**src/rtl/hazard_unit_param.sv**
```systemverilog
// Hazard control for an N-stage in-order pipeline: stall/flush
// resolution, oldest-first PC redirect arbitration, stall stats, watchdog.
//
// Ports:
//   clk, rst          clock, synchronous active-high reset
//   stall_req         per-stage stall request
//   flush_req         per-stage flush request
//   redir_valid       per-stage redirect pulse
//   redir_target      per-stage redirect target, ADDR_W bits each
//   stall_o           hold pipeline register i
//   flush_o           clear valid of pipeline register i
//   load_pc_we        PC overwrite strobe
//   load_pc_new       new PC value
//   redir_pending     a blocked redirect is waiting
//   stat_sel          stage index for stat_cnt
//   stat_clr          clear all stall counters
//   stat_cnt          stall cycle count of the selected stage
//   wdog_trip         sticky last-stage deadlock flag
module hazard_unit_param #(
  parameter int NUM_STAGES    = 5,
  parameter int ADDR_W        = 32,
  parameter int EXTRA_BUBBLES = 0,
  parameter int CNT_W         = 16,
  parameter int WDOG_LIMIT    = 1024
) (
  input  logic                         clk,
  input  logic                         rst,
  input  logic [NUM_STAGES-1:0]        stall_req,
  input  logic [NUM_STAGES-1:0]        flush_req,
  input  logic [NUM_STAGES-1:0]        redir_valid,
  input  logic [NUM_STAGES*ADDR_W-1:0] redir_target,
  output logic [NUM_STAGES-1:0]        stall_o,
  output logic [NUM_STAGES-1:0]        flush_o,
  output logic                         load_pc_we,
  output logic [ADDR_W-1:0]            load_pc_new,
  output logic                         redir_pending,
  input  logic [2:0]                   stat_sel,
  input  logic                         stat_clr,
  output logic [CNT_W-1:0]             stat_cnt,
  output logic                         wdog_trip
);

  localparam int IW = $clog2(NUM_STAGES);
  localparam int WW = $clog2(WDOG_LIMIT + 1);

  localparam logic [1:0] S_IDLE = 2'd0;
  localparam logic [1:0] S_PEND = 2'd1;
  localparam logic [1:0] S_BUBB = 2'd2;

  localparam logic [2:0] BUB_INIT =
    (EXTRA_BUBBLES > 0) ? 3'(EXTRA_BUBBLES - 1) : 3'd0;
  localparam logic [WW-1:0] WD_MAX = WW'(WDOG_LIMIT);
  localparam logic [WW-1:0] WD_PRE = WW'(WDOG_LIMIT - 1);
  localparam logic [CNT_W-1:0] CNT_MAX = '1;

  logic [1:0]        state_q, state_d;
  logic [IW-1:0]     pidx_q, pidx_d;
  logic [ADDR_W-1:0] ptgt_q, ptgt_d;
  logic [2:0]        bub_q, bub_d;
  logic [CNT_W-1:0]  cnt_q [NUM_STAGES];
  logic [CNT_W-1:0]  cnt_d [NUM_STAGES];
  logic [WW-1:0]     run_q, run_d;
  logic              trip_q, trip_d;

  logic [NUM_STAGES-1:0] base;
  logic [NUM_STAGES-1:0] busy_above;
  logic                  cand_v;
  logic [IW-1:0]         cand_idx;
  logic [ADDR_W-1:0]     cand_tgt;
  logic                  pend_v;
  logic                  take_cand;
  logic                  win_v;
  logic [IW-1:0]         win_idx;
  logic [ADDR_W-1:0]     win_tgt;
  logic                  blk;
  logic                  apply;

  // A stalled stage also stalls every younger stage behind it.
  always_comb begin
    base = '0;
    base[NUM_STAGES-1] = stall_req[NUM_STAGES-1];
    for (int i = NUM_STAGES - 2; i >= 0; i--) begin
      base[i] = stall_req[i] | base[i+1];
    end
  end

  // busy_above[j]: something older than stage j is stalled.
  assign busy_above = {1'b0, base[NUM_STAGES-1:1]};

  // Oldest (highest index) redirect wins.
  always_comb begin
    cand_v   = 1'b0;
    cand_idx = '0;
    cand_tgt = '0;
    for (int j = 0; j < NUM_STAGES; j++) begin
      if (redir_valid[j]) begin
        cand_v   = 1'b1;
        cand_idx = IW'(j);
        cand_tgt = redir_target[j*ADDR_W +: ADDR_W];
      end
    end
  end

  assign pend_v    = (state_q == S_PEND);
  assign take_cand = cand_v & (~pend_v | (cand_idx >= pidx_q));
  assign win_v     = take_cand | pend_v;
  assign win_idx   = take_cand ? cand_idx : pidx_q;
  assign win_tgt   = take_cand ? cand_tgt : ptgt_q;
  assign blk       = busy_above[win_idx];
  assign apply     = win_v & ~blk;

  always_comb begin
    stall_o       = base;
    flush_o       = flush_req;
    load_pc_we    = 1'b0;
    load_pc_new   = win_tgt;
    redir_pending = win_v & blk;
    if (apply) begin
      load_pc_we = 1'b1;
      for (int i = 0; i < NUM_STAGES; i++) begin
        if (IW'(i) < win_idx) begin
          flush_o[i] = 1'b1;
          stall_o[i] = 1'b0;
        end
      end
    end else begin
      if (win_v) begin
        for (int i = 0; i < NUM_STAGES; i++) begin
          if (IW'(i) < win_idx) stall_o[i] = 1'b1;
        end
      end
      if (state_q == S_BUBB) flush_o[0] = 1'b1;
    end
    if (rst) begin
      stall_o       = '0;
      flush_o       = '1;
      load_pc_we    = 1'b0;
      redir_pending = 1'b0;
    end
  end

  always_comb begin
    state_d = state_q;
    pidx_d  = pidx_q;
    ptgt_d  = ptgt_q;
    bub_d   = bub_q;
    unique case (1'b1)
      apply: begin
        state_d = (EXTRA_BUBBLES > 0) ? S_BUBB : S_IDLE;
        bub_d   = BUB_INIT;
      end
      win_v & blk: begin
        state_d = S_PEND;
        pidx_d  = win_idx;
        ptgt_d  = win_tgt;
      end
      ~win_v & (state_q == S_BUBB): begin
        if (bub_q == 3'd0) state_d = S_IDLE;
        else               bub_d   = bub_q - 3'd1;
      end
      default: ;
    endcase
  end

  always_comb begin
    for (int i = 0; i < NUM_STAGES; i++) begin
      cnt_d[i] = cnt_q[i];
      if (stat_clr) begin
        cnt_d[i] = '0;
      end else if (stall_o[i] && cnt_q[i] != CNT_MAX) begin
        cnt_d[i] = cnt_q[i] + 1'b1;
      end
    end
  end

  always_comb begin
    stat_cnt = '0;
    for (int i = 0; i < NUM_STAGES; i++) begin
      if (stat_sel == 3'(i)) stat_cnt = cnt_q[i];
    end
  end

  // Run length of last-stage stall, saturating at the limit.
  always_comb begin
    run_d  = '0;
    trip_d = trip_q;
    if (stall_o[NUM_STAGES-1]) begin
      run_d = (run_q == WD_MAX) ? run_q : run_q + 1'b1;
      if (run_q >= WD_PRE) trip_d = 1'b1;
    end
  end

  assign wdog_trip = trip_q;

  always_ff @(posedge clk) begin
    if (rst) begin
      state_q <= S_IDLE;
      pidx_q  <= '0;
      ptgt_q  <= '0;
      bub_q   <= '0;
      run_q   <= '0;
      trip_q  <= 1'b0;
      for (int i = 0; i < NUM_STAGES; i++) begin
        cnt_q[i] <= '0;
      end
    end else begin
      state_q <= state_d;
      pidx_q  <= pidx_d;
      ptgt_q  <= ptgt_d;
      bub_q   <= bub_d;
      run_q   <= run_d;
      trip_q  <= trip_d;
      for (int i = 0; i < NUM_STAGES; i++) begin
        cnt_q[i] <= cnt_d[i];
      end
    end
  end

endmodule
```
**config.mk**
```make
export PLATFORM = sky130hd
export DESIGN_NAME = hazard_unit_param
export DESIGN_NICKNAME = d
export VERILOG_FILES = /design/src/rtl/hazard_unit_param.sv
export SDC_FILE = /design/constraint.sdc
export NUM_CORES = 1
export LEC_CHECK = 0
export ABC_CLOCK_PERIOD_IN_PS = 5400
export CAP_MARGIN = 20
export CELL_PAD_IN_SITES_DETAIL_PLACEMENT = 0
export CELL_PAD_IN_SITES_GLOBAL_PLACEMENT = 1
export CORE_MARGIN = 10
export CORE_UTILIZATION = 31
export DETAILED_ROUTE_END_ITERATION = 8
export DONT_BUFFER_PORTS = 1
export GPL_TIMING_DRIVEN = 0
export PLACE_DENSITY_LB_ADDON = 0.1
export SLEW_MARGIN = 20
export SYNTH_ARGS = -nofsm -noshare
export SYNTH_HDL_FRONTEND = slang
export SYNTH_SLANG_ARGS = --single-unit
```
**constraint.sdc**
```tcl
create_clock -name clk -period 5.4 [get_ports clk]
set_clock_uncertainty 0.2 [all_clocks]
set_input_delay 1.08 -clock clk [delete_from_list [all_inputs] [get_ports clk]]
set_output_delay 1.08 -clock clk [all_outputs]
set_load 0.02 [all_outputs]
```
==> metrics, run 1 <==
Tcrit/Tclk final between 90% and 100%; dominant synthesized flop cell dfxtp_1; post-synthesis mux area share 7.011%; startpoint types input port; clock buffer depth 2; post-synthesis simple-gate area fraction 23.76%; reg2reg end cnt_q[0][31]; net count after synthesis 1261; CP Capture Type output pin; worst skew pair latency 0.43 ns; number of synthesized flops with an enable pin 0; Synth Area in Compound Gates 28.31%; post-route ant nets 0; worst path arrival time 4.06 ns; Ports 242; clock slew at reported path FFs roughly 0.060 ns; Worst Path Required 4.12 ns; main combinational cell family by area after synthesis compound AO/OA/AOI/OAI gates; Worst R2R Start pidx_q[2]; fill count 2858; VDD IR-drop max 0.1954 mV; multi-input logic area 5553 um2; # rows 60; r2r setup slk 1.69 ns; layout cells sized above 1 10.31%; pin count of the biggest net entering global routing 17; Ys Warns 0; Max Cap Viol 0; first-pass GRT wire length about 52000 um; #FFs+latches synth 128; Sink Count around 130; busiest layer in global routing met2; Tot GR Track Use 19.82%; FMAX about 190 MHz; adder-cell share of the synthesized area approximately 1.3%; worst-margin pin slew 1.084 ns; 1st-iter DRT viols 451; initial antenna violation count 1; post-synthesis sequential area ratio a little under a third; async set-reset flop share out of synthesis 0%; core area around 27000 um2; I/O Buffers 0; Min-Delay Path Class reg2reg; Die Area 34230 um2; hpwl dp around 27000 um; Root Buffer clkbuf_16; crit path from redir_valid[1]; WS Path Type in2out; hold path depth 2; met3 usage under 10%; post-DR vias/cell 5.753; met2 GRT Util 34.12%; DR DRC count 0; Slew Viols, Final 0; Routed WL per cell 23.76 um; vias in the first global route about 8400; drt pass-1 iters 5; initial core utilization 31.41%; RSZ-0062 raised after global routing yes; Vias 8330; CTS H-Tree Depth 4; CTS tree yes; hold violation count in the final report 0; crit path to stall_o[1]; pwr/cell area 275.5 nW/um2; worst r2r path cells 12; Layout Utilization a little over a third; commonest non-fill, non-tap cells in the layout dfxtp_1 (128), nor2_1 (119), nand2_1 (86); Die Wd 185.0 um; Overflow after GRT 0; outcome complete, no violations; Gate Count Post-Synth 1071; fin nets 1284; Cell variety after synth approximately 70; commonest non-fill, non-tap cell in the layout dfxtp_1; TritonCTS Buffers 17; leakage power 3.537 nW; xor/xnor share of the synthesized area under 10%; number of setup violations in the final report 0; CTS Hold Bufs 0; worst hold margin 0.2936 ns; P&R area growth vs syn 13.58%; relative slew slack 27.19%; Die Span Y ~190 um; HP Start cnt_q[0][49]; area of the mapped netlist 8442 um2; post-synthesis area per instance a little under 8 um2; drt total wl 34400 um; minimum clock period about 5.3 ns; Critical Path Fanout Max 10; sequential cell area between 2000 and 3000 um2; routability cong. 0.8278; met1 Resource Use GR 23.07%
critical path, cell delays in order:
cell and delay (ns):
nor2b_1 0.11, clkbuf_4 0.22, o21ai_4 0.08, ha_1 0.29
nand3b_2 0.13, and2_4 0.19, a21oi_2 0.09, or4_1 0.53
and2_1 0.17, clkbuf_2 0.17, a311o_1 0.46, clkbuf_1 0.29
inv_2 0.24
registers in the layout, indices dropped and copies added, names as in the netlist:
register,flops
wdog_trip,1
run_q,11
cnt_q,80
pidx_q,3
ptgt_q,32
state_q,1
area by class of cell:
class                   count  share of cell area [%]
multi-input cells         839                   57.91
flip-flops and latches    128                   26.73
well taps                 341                   4.450
clock buffers              17                   4.437
plain buffers              82                   3.589
clock inverters            14                   1.644
inverters                  21                  0.8221
repair buffers              5                  0.3915
diodes                      1                 0.02610
worst min-delay path by stage:
stage / end
final: cnt_q[0][49]
after global routing: cnt_q[0][20]
after CTS: cnt_q[0][20]
after detailed placement: cnt_q[0][49]
after global placement: cnt_q[0][49]
after floorplan: cnt_q[0][43]
cells in the mapped netlist, drive strengths merged (5+ instances only):
cell type | number | share of area (%)
o211a | 34 | 4.0
nor2b | 5 | 0.37
dfxtp | 128 | 30
buf | 8 | 0.59
inv | 21 | 0.93
clkbuf | 75 | 3.3
nand2 | 87 | 3.9
or3 | 23 | 1.7
xnor2 | 25 | 2.6
nor3 | 15 | 0.89
and3 | 25 | 1.9
a21o | 33 | 2.9
o21ai | 60 | 3.6
or4 | 21 | 1.9
a22oi | 44 | 3.9
a221oi | 32 | 3.3
mux2 | 33 | 4.4
nor4 | 14 | 1.3
o31ai | 21 | 1.9
mux2i | 13 | 1.5
ha | 9 | 1.3
xor2 | 17 | 1.8
nor2 | 121 | 5.5
a21oi | 56 | 3.4
nand4 | 15 | 1.1
o21a | 5 | 0.44
nand3 | 54 | 3.2
and2 | 9 | 0.70
o211ai | 7 | 0.62
o22ai | 12 | 0.89
metal layers:
layer | share of wire [%] | up-vias | wire length (um)
met3 | 7.5 | 25 | 2574
met5 | 0 | - | 0
met1 | 42 | 3988 | 14480
met4 | 1.4 | 0 | 486
li1 | - | 4076 | -
met2 | 49 | 241 | 16860
per-stage QoR:
stage | setup TNS, ns | worst slack [ns] | power (W) | cells | cell area [um2]
4_1_cts | -0.05534 | -0.04006 | 0.002672 | 1443 | 9533
5_1_grt | -0.1172 | -0.1084 | 0.002762 | 1448 | 9588
2_1_floorplan | 0 | 0.1057 | 0.001357 | 1071 | 8442
3_5_place_dp | -3.948 | -1.081 | 0.001478 | 1412 | 8869
3_3_place_gp | -3.923 | -1.053 | 0.001476 | 1412 | 8869
6_report | 0 | 0.06137 | 0.002642 | 1448 | 9588
what timing repair did:
action	CTS	global route
gates resized for setup	22	7
pin swaps	3	2
setup buffers	1	4
setup endpoints to repair	8	7
cell families (layout without fill, tap and decap cells):
family | count (synthesis) | count (layout)
flops | 128 | 128
other cells | 0 | 1
simple gates | 404 | 404
compound gates | 334 | 334
xor+xnor | 42 | 42
buf+inv | 104 | 139
fa+ha+maj | 9 | 9
mux | 50 | 50
report_power, final:
group	internal [W]	switching (W)	total (W)
Clock	0.000685	0.000489	0.00117
Sequential	0.000980	0.0000213	0.00100
Combinational	0.000167	0.000300	0.000467
Power figures use the tool's default switching activity.
==> inputs of run 2 (changes only) <==
--- a/config.mk
+++ b/config.mk
@@ -11,6 +11,7 @@
 export CELL_PAD_IN_SITES_GLOBAL_PLACEMENT = 1
 export CORE_MARGIN = 10
 export CORE_UTILIZATION = 31
+export CTS_BUF_LIST = sky130_fd_sc_hd__clkbuf_4 sky130_fd_sc_hd__clkbuf_8
 export DETAILED_ROUTE_END_ITERATION = 8
 export DONT_BUFFER_PORTS = 1
 export GPL_TIMING_DRIVEN = 0
==> metrics, run 2 (synthesis results as in run 1) <==
Max Cap Viol 0 (unchanged); max reg flops 80 (unchanged); Vias 8339 (+0.11%); minimum clock period 5.289 ns (-0.04928 ns); Die Span Y 185.0 um (unchanged); leakage power 3.468 nW (-1.9%); pin count of the biggest net entering global routing 17 (unchanged); Die Area 34230 um2 (unchanged); I/O Buffers 0 (unchanged); TritonCTS Buffers 17 (unchanged); Setup WS post-layout 0.1106 ns (+0.04928 ns); DR DRC count 0 (unchanged); outcome complete, no violations; Largest regs cnt_q (80), ptgt_q (32), run_q (11); setup tns final 0 ns (unchanged); placed insts 1412 (unchanged); Critical Path Fanout Max 11 (+1); Final Power 0.002335 W (-12%); r2r setup slk 1.48 ns (-0.21 ns); largest register by flop count cnt_q; clock buffer depth 2 (unchanged); Root Buffer clkbuf_8; Ports 242 (unchanged); core area 26880 um2 (unchanged); CTS H-Tree Depth 4 (unchanged); initial core utilization 31.41% (unchanged); hpwl dp 27410 um (unchanged); Worst Path Required 4.12 ns (about the same); FMAX 189.1 MHz (+0.93%); layout cells sized above 1 10.73% (+0.42 points); relative slew slack 27.50% (+0.31 points); Worst R2R Start pidx_q[2]; hold path depth 2 (unchanged); Tot GR Track Use 19.73% (-0.087 points); Tcrit/Tclk final 97.95% (-0.91 points); # rows 60 (unchanged); first-pass GRT wire length 51960 um (-0.24%); worst skew pair latency 0.45 ns (+0.02 ns); initial antenna violation count 1 (unchanged); Slew Viols, Final 0 (unchanged); reg2reg end cnt_q[0][31]; commonest non-fill, non-tap cells in the layout dfxtp_1 (128), nor2_1 (119), nand2_1 (86); pwr/cell area 247.6 nW/um2 (-10%); worst path arrival time 4.01 ns (-0.05 ns); startpoint types input port; hold violation count in the final report 0 (unchanged); post-DR vias/cell 5.747 (about the same); Die Wd 185.0 um (unchanged); final non-filler cell total 1451 (+0.21%); HP Start cnt_q[0][49]; Min-Delay Path Class reg2reg; number of setup violations in the final report 0 (unchanged); CTS tree yes; clock slew at reported path FFs 0.08 ns (+0.02 ns); Routed WL per cell 23.71 um (-0.20%); Place WS -1.081 ns (unchanged); P&R area growth vs syn 11.72%; Sink Count 128 (unchanged); CTS Hold Bufs 0 (unchanged); vias in the first global route 8403 (-0.23%); fin nets 1287 (+0.23%); RSZ-0062 raised after global routing no; VDD IR-drop max 0.1378 mV (-29%); Overflow after GRT 0 (unchanged); 1st-iter DRT viols 535 (+19%); drt total wl 34410 um (about the same); worst-margin pin slew 1.079 ns (-0.004644 ns); WS Path Type in2out; routability cong. 0.8278 (unchanged); Endpoint, Worst Hold cnt_q[0][49]; post-route ant nets 0 (unchanged); CP Capture Type output pin; commonest non-fill, non-tap cell in the layout dfxtp_1; worst r2r path cells 12 (unchanged); drt pass-1 iters 5 (unchanged)
## run 2: cell types whose count changed in the layout (fill, tap and decap cells not counted)
cell	previous run	this run
clkbuf_16	17	0
clkbuf_8	0	17
buf_4	6	10
clkbuf_1	67	66
nor2b_1	5	4
nor2b_2	0	1
nor3_2	2	1
nor3_4	1	2
## run 2: final cells by class
class / instances / area, um2
Fill cell: 2881 / 17440
Multi-Input combinational cell: 839 / 5562
Sequential cell: 128 / 2562
Tap cell: 341 / 426.7
Buffer: 81 / 340.3
Clock buffer: 17 / 234.0
Clock inverter: 14 / 157.7
Inverter: 21 / 78.83
Timing Repair Buffer: 9 / 67.56
Antenna cell: 1 / 2.502
## run 2: worst max path at each step
stage	from	end	cells past startpoint
after global placement	redir_valid[1]	redir_pending	14
after CTS	redir_valid[1]	stall_o[1]	13
after floorplan	redir_valid[1]	stall_o[0]	14
after global routing	redir_valid[1]	flush_o[0]	13
after detailed placement	redir_valid[1]	redir_pending	14
final	redir_valid[1]	flush_o[0]	13
## run 2: power breakdown
group | switching (W) | total [W] | internal (W)
Sequential | 0.0000214 | 0.00100 | 0.000979
Combinational | 0.000302 | 0.000474 | 0.000172
Clock | 0.000445 | 0.000861 | 0.000416
Total | 0.000769 | 0.00234 | 0.00157
## run 2: repair_timing
action	in CTS	in global routing
buffers inserted	2	7
resized for setup	24	7
cloned	0	0
endpoints found under the setup margin	8	5
pin swaps	4	2
## run 2: critical path: stages
cell and delay, ns:
nor2b_1 0.11, clkbuf_4 0.22, o21ai_4 0.08, ha_1 0.30
nand3b_2 0.14, and2_4 0.18, a21oi_2 0.09, or4_1 0.54
and2_1 0.17, clkbuf_2 0.17, o211a_4 0.33, buf_2 0.20
or3_4 0.39
## run 2: metrics by stage
stage               hold WS [ns]  util, %  area, um2
detailed placement        0.2881    33.00       8869
global route              0.3314    35.09       9432
CTS                       0.2984    34.82       9359
global placement          0.2822    33.00       8869
floorplan                 0.2559        -       8442
finish                    0.2973    35.09       9432
## run 2: routing by layer
metal | GRT usage [%] | up-vias | part of all wire (%)
li1 | - | 4073 | -
met1 | 23.00 | 4006 | 42
met2 | 34.18 | 241 | 50
met3 | 6.681 | 19 | 7.4
met4 | 4.194 | 0 | 1.1
met5 | 0 | - | 0
